File: src/rtl/seg_scan_monitor.sv
// Snoops a 4-digit multiplexed seven-segment display and rebuilds the hex word it shows.
// Latency: 2-cycle input sync + SETTLE_CYCLES stable + 1 capture; frame_valid 1 cycle after the 4th capture.
// Backpressure: none; passive observer, outputs hold their last frame until the next one completes.
module seg_scan_monitor #(
    parameter int SETTLE_CYCLES  = 4,
    parameter int TIMEOUT_CYCLES = 65535,
    parameter int TW             = 16
) (
    input  logic        clk,
    input  logic        reset,
    input  logic        an3,
    input  logic        an2,
    input  logic        an1,
    input  logic        an0,
    input  logic        a,
    input  logic        b,
    input  logic        c,
    input  logic        d,
    input  logic        e,
    input  logic        f,
    input  logic        g,
    output logic [15:0] value,
    output logic [3:0]  blank,
    output logic [3:0]  invalid,
    output logic        frame_valid,
    output logic        overlap_err,
    output logic        stale
);

    // Settle counter must hold values up to SETTLE_CYCLES-1 (SETTLE_CYCLES >= 2 assumed).
    localparam int            CW          = (SETTLE_CYCLES > 2) ? $clog2(SETTLE_CYCLES) : 1;
    localparam logic [CW-1:0] SETTLE_LAST = CW'(SETTLE_CYCLES - 1);
    localparam logic [TW-1:0] TIMEOUT_MAX = TW'(TIMEOUT_CYCLES);

    typedef enum logic [1:0] {
        IDLE,
        SETTLE,
        CAPTURE,
        HOLD
    } state_t;

    // Segment pattern {a..g}, active-low, to {blank, invalid, nibble}.
    function automatic logic [5:0] decode(input logic [6:0] p);
        logic [5:0] r;
        case (p)
            7'h01:   r = {2'b00, 4'h0};
            7'h4F:   r = {2'b00, 4'h1};
            7'h12:   r = {2'b00, 4'h2};
            7'h06:   r = {2'b00, 4'h3};
            7'h4C:   r = {2'b00, 4'h4};
            7'h24:   r = {2'b00, 4'h5};
            7'h20:   r = {2'b00, 4'h6};
            7'h0F:   r = {2'b00, 4'h7};
            7'h00:   r = {2'b00, 4'h8};
            7'h04:   r = {2'b00, 4'h9};
            7'h08:   r = {2'b00, 4'hA};
            7'h60:   r = {2'b00, 4'hB};
            7'h31:   r = {2'b00, 4'hC};
            7'h42:   r = {2'b00, 4'hD};
            7'h30:   r = {2'b00, 4'hE};
            7'h38:   r = {2'b00, 4'hF};
            7'h7F:   r = {2'b10, 4'h0};
            default: r = {2'b01, 4'h0};
        endcase
        return r;
    endfunction

    logic [10:0]   sync1;
    logic [10:0]   sync2;
    logic [3:0]    an_low;
    logic [6:0]    seg;
    logic [2:0]    n_low;
    logic          single;
    logic          multi;
    logic [1:0]    cur_idx;

    state_t        state;
    logic [1:0]    idx;
    logic [6:0]    pat;
    logic [CW-1:0] cnt;
    logic [CW-1:0] cnt_inc;
    logic [3:0]    seen;
    logic [15:0]   sh_val;
    logic [3:0]    sh_blank;
    logic [3:0]    sh_inv;

    logic [5:0]    dec;
    logic [15:0]   cap_val;
    logic [3:0]    cap_blank;
    logic [3:0]    cap_inv;
    logic [3:0]    cap_seen;
    logic          eval;
    logic          frame_done;

    logic          multi_d;
    logic [TW-1:0] tcnt;
    logic [TW-1:0] tcnt_inc;

    // Two-flop synchronizer on every display line; resets to the all-off level so nothing looks driven.
    always_ff @(posedge clk or negedge reset) begin
        if (!reset) begin
            sync1 <= '1;
            sync2 <= '1;
        end else begin
            sync1 <= {an3, an2, an1, an0, a, b, c, d, e, f, g};
            sync2 <= sync1;
        end
    end

    assign an_low = ~sync2[10:7];
    assign seg    = sync2[6:0];

    // Classify the anode lines: how many are driven and which one when exactly one is.
    always_comb begin
        n_low   = 3'(an_low[0]) + 3'(an_low[1]) + 3'(an_low[2]) + 3'(an_low[3]);
        single  = (n_low == 3'd1);
        multi   = (n_low > 3'd1);
        cur_idx = 2'd0;
        for (int i = 0; i < 4; i++) begin
            if (an_low[i]) cur_idx = 2'(i);
        end
    end

    // Shadow slot merge for the digit being captured, plus the re-evaluate decision per state.
    always_comb begin
        dec                       = decode(pat);
        cnt_inc                   = cnt + CW'(1);
        cap_val                   = sh_val;
        cap_val[{idx, 2'b00} +: 4] = dec[3:0];
        cap_blank                 = sh_blank;
        cap_blank[idx]            = dec[5];
        cap_inv                   = sh_inv;
        cap_inv[idx]              = dec[4];
        cap_seen                  = seen;
        cap_seen[idx]             = 1'b1;
        frame_done                = (state == CAPTURE) && !multi && (cap_seen == 4'hF);
        eval                      = 1'b0;
        case (state)
            IDLE:    eval = 1'b1;
            SETTLE:  eval = !(single && (cur_idx == idx) && (seg == pat));
            HOLD:    eval = !an_low[idx];
            default: eval = 1'b0;
        endcase
    end

    // Scan-tracking FSM: settle on one digit, capture it into the shadow, publish when all four are seen.
    always_ff @(posedge clk or negedge reset) begin
        if (!reset) begin
            state       <= IDLE;
            idx         <= 2'd0;
            pat         <= '1;
            cnt         <= '0;
            seen        <= 4'h0;
            sh_val      <= 16'h0;
            sh_blank    <= 4'h0;
            sh_inv      <= 4'h0;
            value       <= 16'h0;
            blank       <= 4'h0;
            invalid     <= 4'h0;
            frame_valid <= 1'b0;
        end else begin
            frame_valid <= 1'b0;
            if (multi) begin
                // Ghosted anodes: drop whatever was in progress, nothing is sampled.
                state <= IDLE;
            end else if (eval) begin
                if (single) begin
                    idx   <= cur_idx;
                    pat   <= seg;
                    cnt   <= '0;
                    state <= SETTLE;
                end else begin
                    state <= IDLE;
                end
            end else begin
                case (state)
                    SETTLE: begin
                        cnt <= cnt_inc;
                        if (cnt_inc == SETTLE_LAST) state <= CAPTURE;
                    end
                    CAPTURE: begin
                        sh_val   <= cap_val;
                        sh_blank <= cap_blank;
                        sh_inv   <= cap_inv;
                        state    <= HOLD;
                        if (frame_done) begin
                            value       <= cap_val;
                            blank       <= cap_blank;
                            invalid     <= cap_inv;
                            frame_valid <= 1'b1;
                            seen        <= 4'h0;
                        end else begin
                            seen <= cap_seen;
                        end
                    end
                    default: ;
                endcase
            end
        end
    end

    // One overlap_err pulse per entry into the multiple-anodes-low condition.
    always_ff @(posedge clk or negedge reset) begin
        if (!reset) begin
            multi_d     <= 1'b0;
            overlap_err <= 1'b0;
        end else begin
            multi_d     <= multi;
            overlap_err <= multi && !multi_d;
        end
    end

    assign tcnt_inc = tcnt + TW'(1);

    // Frame watchdog: saturating count since the last frame; stale mirrors the saturated state.
    always_ff @(posedge clk or negedge reset) begin
        if (!reset) begin
            tcnt  <= '0;
            stale <= 1'b0;
        end else if (frame_done) begin
            tcnt  <= '0;
            stale <= 1'b0;
        end else if (tcnt != TIMEOUT_MAX) begin
            tcnt  <= tcnt_inc;
            stale <= (tcnt_inc == TIMEOUT_MAX);
        end else begin
            stale <= 1'b1;
        end
    end

endmodule
File: config.mk
export PLATFORM = sky130hd
export DESIGN_NAME = seg_scan_monitor
export DESIGN_NICKNAME = d
export VERILOG_FILES = /design/src/rtl/seg_scan_monitor.sv
export SDC_FILE = /design/constraint.sdc
export NUM_CORES = 1
export LEC_CHECK = 0
export CAP_MARGIN = 15
export CORE_UTILIZATION = 53
export CTS_CLUSTER_DIAMETER = 30
export DETAILED_ROUTE_END_ITERATION = 10
export PLACE_DENSITY_LB_ADDON = 0.2
export REMOVE_ABC_BUFFERS = 1
export SLEW_MARGIN = 20
export SYNTH_ARGS = -nofsm -noshare
export SYNTH_HDL_FRONTEND = slang
export SYNTH_SLANG_ARGS = --single-unit
File: constraint.sdc
create_clock -name clk -period 3.3 [get_ports clk]
set_input_delay 0.66 -clock clk [delete_from_list [all_inputs] [get_ports clk]]
set_output_delay 0.66 -clock clk [all_outputs]
set_load 0.02 [all_outputs]
# Word level (Yosys, flattened, before mapping)
# Cells that the tools add are included.
[word_totals] register_bits=107 latchBits=0 ram_bits=0 mem_bits_ro=0 output_inout_bits=27 word_cells=110 mem_count=0
[op_classes] n_addsub=6 n_mul=0 n_div=0 order_cmp=3 n_eq_ne=28 n_shift=2 n_mux=29 bitwise=4 n_reduce_logical=20
[ops] operator="6-bit case mux with 17 select lines" count=1
[ops] operator="7-bit by 6-bit equality test with 1-bit output (second input constant)" count=5
[ops] operator="7-bit equality test (second input constant)" count=5
[ops] operator="16-bit two-way mux" count=2
[ops] operator="16-bit by 1-bit adder with 16-bit output (second input constant)" count=1
[ops] operator="16-bit bitwise mux" count=1
[ops] operator="16-bit equality test (second input constant)" count=1
[ops] operator="2-bit two-way mux" count=8
[ops] operator="16-bit inequality test (second input constant)" count=1
[ops] operator="4-bit by 6-bit variable shift with 16-bit output (first input constant)" count=1
[ops] operator="4-bit by 6-bit variable part select with 16-bit output" count=1
[ops] operator="7-bit by 3-bit equality test with 1-bit output (second input constant)" count=2
[ops] operator="7-bit by 4-bit equality test with 1-bit output (second input constant)" count=2
[ops] operator="1-bit two-way mux" count=10
[ops] operator="3-bit AND reduction" count=3
[ops] operator="4-bit bitwise mux" count=2
[ops] operator="7-bit by 1-bit equality test with 1-bit output (second input constant)" count=1
[ops] operator="7-bit by 5-bit equality test with 1-bit output (second input constant)" count=1
[ops] operator="7-bit equality test" count=1
[ops] operator="7-bit logical NOT" count=1
[ops] operator="2-bit equality test (second input constant)" count=3
[ops] operator="1-bit logical AND" count=6
[ops] operator="4-bit negator with 6-bit output" count=1
[ops] operator="4-bit equality test (second input constant)" count=1
[ops] operator="other kinds (26)" count=31

# Depth between registers and ports, before layout
# Gate-level depths: netlist of the first run.
[depth] depth_word=12 mapped_depth=14 depth_no_buf=11

# Least setup slack after synthesis of the first run
# No wires, ideal clock.
[synth_timing] path_kind="reg-to-reg" startpoint="register sync2[10]" endpoint="register idx[0]" t_arrival_ns=2.988 t_required_ns=3.175 path_slack_ns=0.187 path_stages_with_launch=12 n_path_buf=0 cell_sequence="dfstp_2 > fa_1 > inv_1 > ha_1 > inv_1 > ha_1 > nor3b_4 > nand4_2 > a2111oi_4 > o21ai_2 > nand3_4 > mux2_2"
[synth_between] elab_chain_cells=8
[synth_lines] element="start, declared" line="69" source="logic [10:0] sync2;"
[synth_lines] element="start signal, assigned" line="106" source="sync2 <= sync1;"
[synth_lines] element="4-bit NOT (*)" line="110" source="assign an_low = ~sync2[10:7];"
[synth_lines] element="3-bit by 1-bit adder with 3-bit output or 2-bit two-way mux (tied branches)" line="115, 120"
[synth_lines] element="3-bit by 1-bit equality test with 1-bit output or 2-bit equality test (tied branches)" line="116, 140"
[synth_lines] element="1-bit logical AND (2 in a row)" line="140" source="SETTLE: eval = !(single && (cur_idx == idx) && (seg == pat));"
[synth_lines] element="1-bit logical NOT" line="140"
[synth_lines] element="1-bit case mux with 3 select lines" line="138" source="case (state)"
[synth_lines] element="3-bit AND reduction (no line)"
[synth_lines] element="end signal, assigned" line="168" source="idx <= cur_idx;"
[synth_lines] element="end, declared" line="78" source="logic [1:0] idx;"
# Every way passes the cells marked *; elsewhere a longest branch is shown, timed or not. The select of a mux whose other input is x is not followed.
# A chain may end at the register's enable or synchronous reset.

# Worst setup path in the final report of the first run
# Ends and elaborated chain as after synthesis.

==> results.py, run 1 <==
metrics = {
    "cells_and_area": {
        "area_growth_pct": 14.13,
        "fillerInstances": 783,
        "nNetsFinal": 554,
        "final_cell_mix": "dfrtp_1 (78), nand2_1 (58), clkdlybuf4s50_1 (38), a21oi_1 (37), dfstp_2 (29)",
        "seq_area_um2": 2714,
        "final_cells": 657,
        "multi_input_area_um2": 2318,
        "mostFrequentLayoutCell": "dfrtp_1",
        "fin_util_pct": 63.08,
        "drive_gt1_share_pct": 14.77,
        "antenna_cells": 0,
    },
    "placement": {
        "hpwl_um": 6694,
        "io_buffers": 39,
        "dpl_worst_slack_ps": 44.43,
        "routabilityCongestion": 0.8822,
        "dp_cells": 640,
    },
    "grt": {
        "grtUsageMet3_pct": 2.566,
        "gr-max-usage-layer": "met2",
        "grt_pass1_vias": 3460,
        "grt_pass1_wl_um": 16420,
        "met1_usage_pct": 28.20,
        "antenna_found_initial": 0,
        "use_met2_pct": 33.93,
        "grt_max_degree": 71,
        "grt_usage_pct": 20.36,
        "overflow": 0,
    },
    "setup_path": {
        "cp_cell_sequence": "fa_1 -> inv_1 -> ha_1 -> inv_1 -> ha_1 -> nor3b_4 -> nand4_2 -> a2111oi_4 -> o21ai_4 -> nand3_4 -> mux2_2",
        "r2r_slack_ps": 100,
        "critPathSlowestCell": "dfstp_2",
        "cp.arrival_ps": 3440,
        "path_max_fanout": 8,
        "slowest_delay_ps": 610,
        "crit_path_start_kind": "flip-flop",
        "end_kind": "flip-flop",
        "path_class": "reg2reg",
        "crit_required_ps": 3540,
        "worst-path-buf-inv": 2,
        "path_delay_family": "adder cells",
    },
    "synthesis": {
        "synth_area_leader_cell": "dfrtp_1",
        "synth_area_um2": 5180,
        "netlist_instances": 486,
        "async_reset_ff_share_pct": 100.0,
        "synth_edf_count": 0,
        "avgSynthCellArea_um2": 10.66,
        "synth.top_cells.by_area": "dfrtp_1 (38%), dfstp_2 (15%), nand2_1 (4.2%)",
        "yosys.area.top_type_share_pct": 37.68,
        "ys_seq_area_share_pct": 52.39,
        "ys_ff_latch": 107,
        "synth_flop_cell": "dfrtp_1",
        "yosys.cell_types.count": 63,
        "yosysWarnings": 0,
    },
    "floorplanning": {
        "start_util_pct": 55.27,
        "row_count": 35,
        "dieHeight_um": 100.9,
        "die_x_um": 100.9,
        "fp.dieArea_um2": 10170,
        "ioPinCount": 40,
        "coreArea_um2": 9371,
    },
    "timing": {
        "fmax_ghz": 0.3126,
        "slew_headroom_pct": 43.48,
        "skew_ps": 12.79,
        "final-setup-viol-count": 0,
        "worst_pin_slew_ps": 836.3,
        "hold_viol": 0,
        "layout_setup_ws_ps": 101.0,
        "period_share_pct": 96.94,
        "min_period_ps": 3199,
        "drv_slew": 0,
    },
    "power": {
        "pwr-share-seq_pct": 50.0,
        "p_leak_nw": 2.458,
        "power.share.switching_pct": 35.74,
        "power.share.clock_pct": 23.3,
        "pwr-share-comb_pct": 26.7,
        "p_per_area_nw_per_um2": 572.2,
        "switchingPower_w": 0.001209,
        "vdd_ir_drop_max_mv": 0.2784,
        "power.internal_w": 0.002174,
    },
    "clock_tree": {
        "cts_resized": 0,
        "cts_inserted_buffers": 9,
        "clk_latency_ps": 360,
        "cts_tree": "built",
        "clockBufferDepth": 2,
        "cts-root-buf": "clkbuf_8",
        "postCtsSetupBuffers": 0,
        "cts.sinks": 107,
        "cts_max_level": 3,
        "clk_pin_slew_worst_paths_ps": 100,
        "postCtsHoldBufs": 0,
    },
    "detailed_routing": {
        "viasPerCell": 5.499,
        "route.detailed.drc": 0,
        "drt-pass1-iter-count": 4,
        "routed_wl_um": 9582,
        "vias": 3613,
        "drt_iter0_drc": 172,
        "wl_per_cell_um": 14.58,
        "ant_nets": 0,
    },
    "worst_hold_path": {
        "hold_class": "in2async",
    },
    "run": {
        "cap_violations": 0,
    },
    "status": {
        "status": "complete, no violations",
    },
}
## worst register-to-register path, cell delays in order (launching register included)
cell and delay, ps:
dfstp_2 610, fa_1 430, inv_1 70, ha_1 160
inv_1 50, ha_1 300, nor3b_4 230, nand4_2 140
a2111oi_4 430, o21ai_4 160, nand3_4 160, mux2_2 340
## sequential cells by signal (all words and copies together), names as in the netlist
signal	count
cnt	2
invalid	4
sh_blank	4
seen	4
state	2
multi_d	1
stale	1
idx	2
frame_valid	1
overlap_err	1
sh_inv	4
tcnt	16
value	16
blank	4
sh_val	16
sync1	11
pat	7
sync2	11
## synthesized netlist by cell type (all sizes together) (3+ instances only)
cell	n
and3	5
nand3	17
dfstp	29
a31oi	4
a211oi	3
xnor2	15
o211ai	7
nor4b	4
clkbuf	8
nor2	16
nor2b	16
or2	4
mux2	9
mux2i	10
buf	11
nand4	7
nor4	3
nand2b	3
nor3	7
xor2	6
nor4bb	3
nor3b	3
a21oi	37
and2	8
ha	17
nand2	58
inv	19
o21ai	41
dfrtp	78
a22o	16
## path summary, 6_finish.rpt
kind                             end  depth (start not counted)       from
setup / recovery              idx[0]                         11  sync2[10]
hold / removal             value[13]                          1      reset
setup reg to reg              idx[0]                         11  sync2[10]
hold reg to reg             sync2[2]                          0   sync1[2]
max in group asynchronous   sync2[9]                          2      reset
min in group clk            sync2[2]                          0   sync1[2]
## final cells by class
class	instances	share of cell area, %
timing repair buffer	44	7.619
tap	129	2.730
multi-input combinational	342	39.22
clock inverter	5	0.7407
sequential	107	45.90
clock buffer	11	2.582
inverter	19	1.206
## logic make-up (layout without fill, tap and decap cells)
group / count (synthesis) / after routing / synth area share, %
simple gates: 160 / 161 / 16.91
compound gates: 122 / 122 / 14.98
flops: 107 / 107 / 52.39
buf+inv: 38 / 79 / 3.357
xor+xnor: 21 / 21 / 3.551
mux: 20 / 20 / 4.324
fa+ha+maj: 18 / 18 / 4.493
## metrics by stage
step,setup TNS [ps],hold WS [ps],power (W),area [um2]
2_1_floorplan,-1297,345.2,0.002312,5077
3_3_place_gp,0,346.0,0.002583,5698
3_5_place_dp,0,346.8,0.002614,5698
4_1_cts,0,267.8,0.003394,5894
5_1_grt,-5.252,282.7,0.003574,5912
6_report,0,250.7,0.003383,5912
## power groups by stage
stage	logic (W)	registers (W)	clock network [W]
final	0.000904	0.00169	0.000787
after global routing	0.000998	0.00172	0.000852
after CTS	0.000903	0.00169	0.000801
after detailed placement	0.000900	0.00171	0
after global placement	0.000877	0.00171	0
after floorplan	0.000666	0.00165	0
## metal layers
layer	wire length (um)	vias up	part of all wire, %
li1	-	1787	-
met4	89	0	0.93
met3	219	10	2.3
met2	4702	65	49
met5	0	-	0
met1	4571	1751	48
No activity file was read; power rests on OpenSTA's default activity.
==> inputs of run 2 (changes only) <==
--- a/config.mk
+++ b/config.mk
@@ -6,12 +6,12 @@
 export NUM_CORES = 1
 export LEC_CHECK = 0
 export CAP_MARGIN = 15
-export CORE_UTILIZATION = 53
+export CORE_UTILIZATION = 58
 export CTS_CLUSTER_DIAMETER = 30
 export DETAILED_ROUTE_END_ITERATION = 10
 export PLACE_DENSITY_LB_ADDON = 0.2
 export REMOVE_ABC_BUFFERS = 1
-export SLEW_MARGIN = 20
 export SYNTH_ARGS = -nofsm -noshare
 export SYNTH_HDL_FRONTEND = slang
 export SYNTH_SLANG_ARGS = --single-unit
+export TNS_END_PERCENT = 100
==> constraint.sdc (replaced) <==
create_clock -name clk -period 3.65 [get_ports clk]
set_input_delay 0.73 -clock clk [delete_from_list [all_inputs] [get_ports clk]]
set_output_delay 0.73 -clock clk [all_outputs]
set_load 0.02 [all_outputs]
==> run 2 against run 1 <==
Clock power is 3.9% lower. Global-route usage is 2.5 points higher. Clock skew is 2.2 ps lower. Register-to-register slack better by 140 ps. Sequential share of layout area is 0.52 points higher.
==> results.py, run 2 (same netlist as run 1, synthesis figures left out) <==
metrics = {
    "cells_and_area": {
        "area_growth_pct": 12.85,
        "drive_gt1_share_pct": 14.48,
        "mostFrequentLayoutCell": "dfrtp_1",
        "multi_input_area_um2": 2301,
        "seq_area_um2": 2714,
        "fillerInstances": 696,
        "fin_util_pct": 67.36,
        "final_cell_mix": "dfrtp_1 (78), nand2_1 (58), clkdlybuf4s50_1 (38), a21oi_1 (37), dfstp_2 (29)",
        "nNetsFinal": 551,
        "antenna_cells": 0,
        "stdcell_area_um2": 5846,
        "reg.largest.list": "sh_val x16, tcnt x16, value x16",
    },
    "timing": {
        "fmax_ghz": 0.2932,
        "hold_viol": 0,
        "layout_setup_ws_ps": 239.1,
        "worst_pin_slew_ps": 1074,
        "slew_headroom_pct": 28.02,
        "drv_slew": 0,
        "fin_tns_setup_ps": 0,
        "skew_ps": 10.61,
        "rsz0062_at_grt": "false",
        "hold_ws_ps": 351.1,
        "min_period_ps": 3411,
        "period_share_pct": 93.45,
        "final-setup-viol-count": 0,
    },
    "detailed_routing": {
        "vias": 3643,
        "viasPerCell": 5.755,
        "drt-pass1-iter-count": 4,
        "wl_per_cell_um": 15.35,
        "routed_wl_um": 9716,
        "route.detailed.drc": 0,
        "ant_nets": 0,
        "drt_iter0_drc": 113,
    },
    "floorplanning": {
        "ioPinCount": 40,
        "die_x_um": 96.51,
        "row_count": 34,
        "coreArea_um2": 8678,
        "start_util_pct": 59.69,
        "dieHeight_um": 96.51,
        "fp.dieArea_um2": 9313,
    },
    "setup_path": {
        "crit_required_ps": 3860,
        "worst-path-buf-inv": 2,
        "crit_path_start_kind": "flip-flop",
        "r2r_start": "sync2[10]",
        "r2r_slack_ps": 240,
        "path_max_fanout": 49,
        "path_class": "reg2reg",
        "slowest_delay_ps": 600,
        "r2r_end": "value[1]",
        "critPathSlowestCell": "dfstp_2",
        "path_delay_family": "compound AO/OA/AOI/OAI gates",
        "cp_cell_sequence": "fa_1 -> inv_1 -> ha_1 -> inv_1 -> ha_1 -> nor3b_4 -> nand4_2 -> a2111oi_4 -> o211ai_4 -> nand2_1 -> o21ai_0",
        "cp.arrival_ps": 3620,
        "end_kind": "flip-flop",
        "reg2regPathDepth": 11,
        "startpoint": "sync2[10]",
    },
    "worst_hold_path": {
        "hold_end": "sync2[4]",
        "min_path_cells": 0,
        "hold_class": "reg2reg",
        "min_from": "sync1[4]",
    },
    "clock_tree": {
        "cts.sinks": 107,
        "postCtsHoldBufs": 0,
        "clk_latency_ps": 370,
        "postCtsSetupBuffers": 0,
        "cts_max_level": 3,
        "clockBufferDepth": 2,
        "cts-root-buf": "clkbuf_8",
        "cts_inserted_buffers": 9,
        "clk_pin_slew_worst_paths_ps": 100,
        "cts_tree": "built",
        "cts_resized": 0,
    },
    "placement": {
        "routabilityCongestion": 0.8264,
        "dpl_worst_slack_ps": 227.9,
        "postPlaceCellArea_um2": 5632,
        "io_buffers": 39,
        "hpwl_um": 6741,
    },
    "power": {
        "p_per_area_nw_per_um2": 530.6,
        "pwr-share-comb_pct": 26.0,
        "power.share.clock_pct": 24.4,
        "power.share.switching_pct": 35.84,
        "pwr-share-seq_pct": 49.6,
        "p_leak_nw": 2.444,
        "vdd_ir_drop_max_mv": 0.2799,
        "power.internal_w": 0.001990,
        "switchingPower_w": 0.001112,
    },
    "run": {
        "cap_violations": 0,
    },
    "grt": {
        "grt_max_degree": 68,
        "overflow": 0,
        "grt_usage_pct": 22.83,
        "antenna_found_initial": 0,
        "grt_pass1_vias": 3429,
        "grt_pass1_wl_um": 16160,
    },
    "status": {
        "status": "complete, no violations",
    },
}
run 2: cell count changes in the layout (fill, tap and decap cells not counted):
cell / previous run / this run
nand3_2: 2 / 1
o21ai_4: 1 / 0
inv_8: 1 / 0
clkbuf_16: 1 / 2
inv_6: 1 / 2
buf_12: 2 / 0
clkinv_2: 0 / 1
inv_4: 1 / 0
clkbuf_1: 1 / 0
o21ai_2: 0 / 1
run 2: per-layer routing:
| metal | up-vias | GRT usage [%] | routed length, um |
|---|---|---|---|
| met4 | 0 | 6.618 | 103 |
| li1 | 1778 | - | - |
| met3 | 11 | 3.756 | 316 |
| met1 | 1771 | 30.04 | 4456 |
| met2 | 83 | 38.91 | 4839 |
| met5 | - | 0 | 0 |
run 2: power groups by stage:
| stage | Clock, W | Sequential [W] | Combinational [W] |
|---|---|---|---|
| detailed placement | 0 | 0.00156 | 0.000802 |
| CTS | 0.000775 | 0.00153 | 0.000808 |
| global placement | 0 | 0.00154 | 0.000786 |
| finish | 0.000756 | 0.00154 | 0.000807 |
| floorplan | 0 | 0.00149 | 0.000602 |
| global route | 0.000824 | 0.00156 | 0.000890 |
run 2: cell type report:
type,instances,area share (%)
Sequential cell,107,46.43
Multi-Input combinational cell,341,39.36
Timing Repair Buffer,42,7.021
Clock buffer,11,2.975
Tap cell,108,2.312
Inverter,19,1.220
Clock inverter,5,0.6849
run 2: worst max-delay path by stage:
| stage | cells after the start | slack, ps | endpoint |
|---|---|---|---|
| finish | 11 | 240 | value[1] |
| global route | 11 | 3 | value[2] |
| CTS | 11 | 220 | value[1] |
| detailed placement | 11 | 230 | value[1] |
| global placement | 11 | 360 | value[1] |
| floorplan | 11 | 290 | blank[0] |
run 2: metrics by stage:
stage	total power [W]	cells
floorplan	0.002091	467
global placement	0.002330	617
detailed placement	0.002360	617
CTS	0.003117	633
global route	0.003275	633
finish	0.003102	633
==> inputs of run 3 (changes only) <==
--- a/config.mk
+++ b/config.mk
@@ -9,6 +9,7 @@
 export CORE_UTILIZATION = 58
 export CTS_CLUSTER_DIAMETER = 30
 export DETAILED_ROUTE_END_ITERATION = 10
+export GPL_ROUTABILITY_DRIVEN = 0
 export PLACE_DENSITY_LB_ADDON = 0.2
 export REMOVE_ABC_BUFFERS = 1
 export SYNTH_ARGS = -nofsm -noshare
==> results of run 3 <==
Final layout, timing and power as in run 2 (identical DEF).
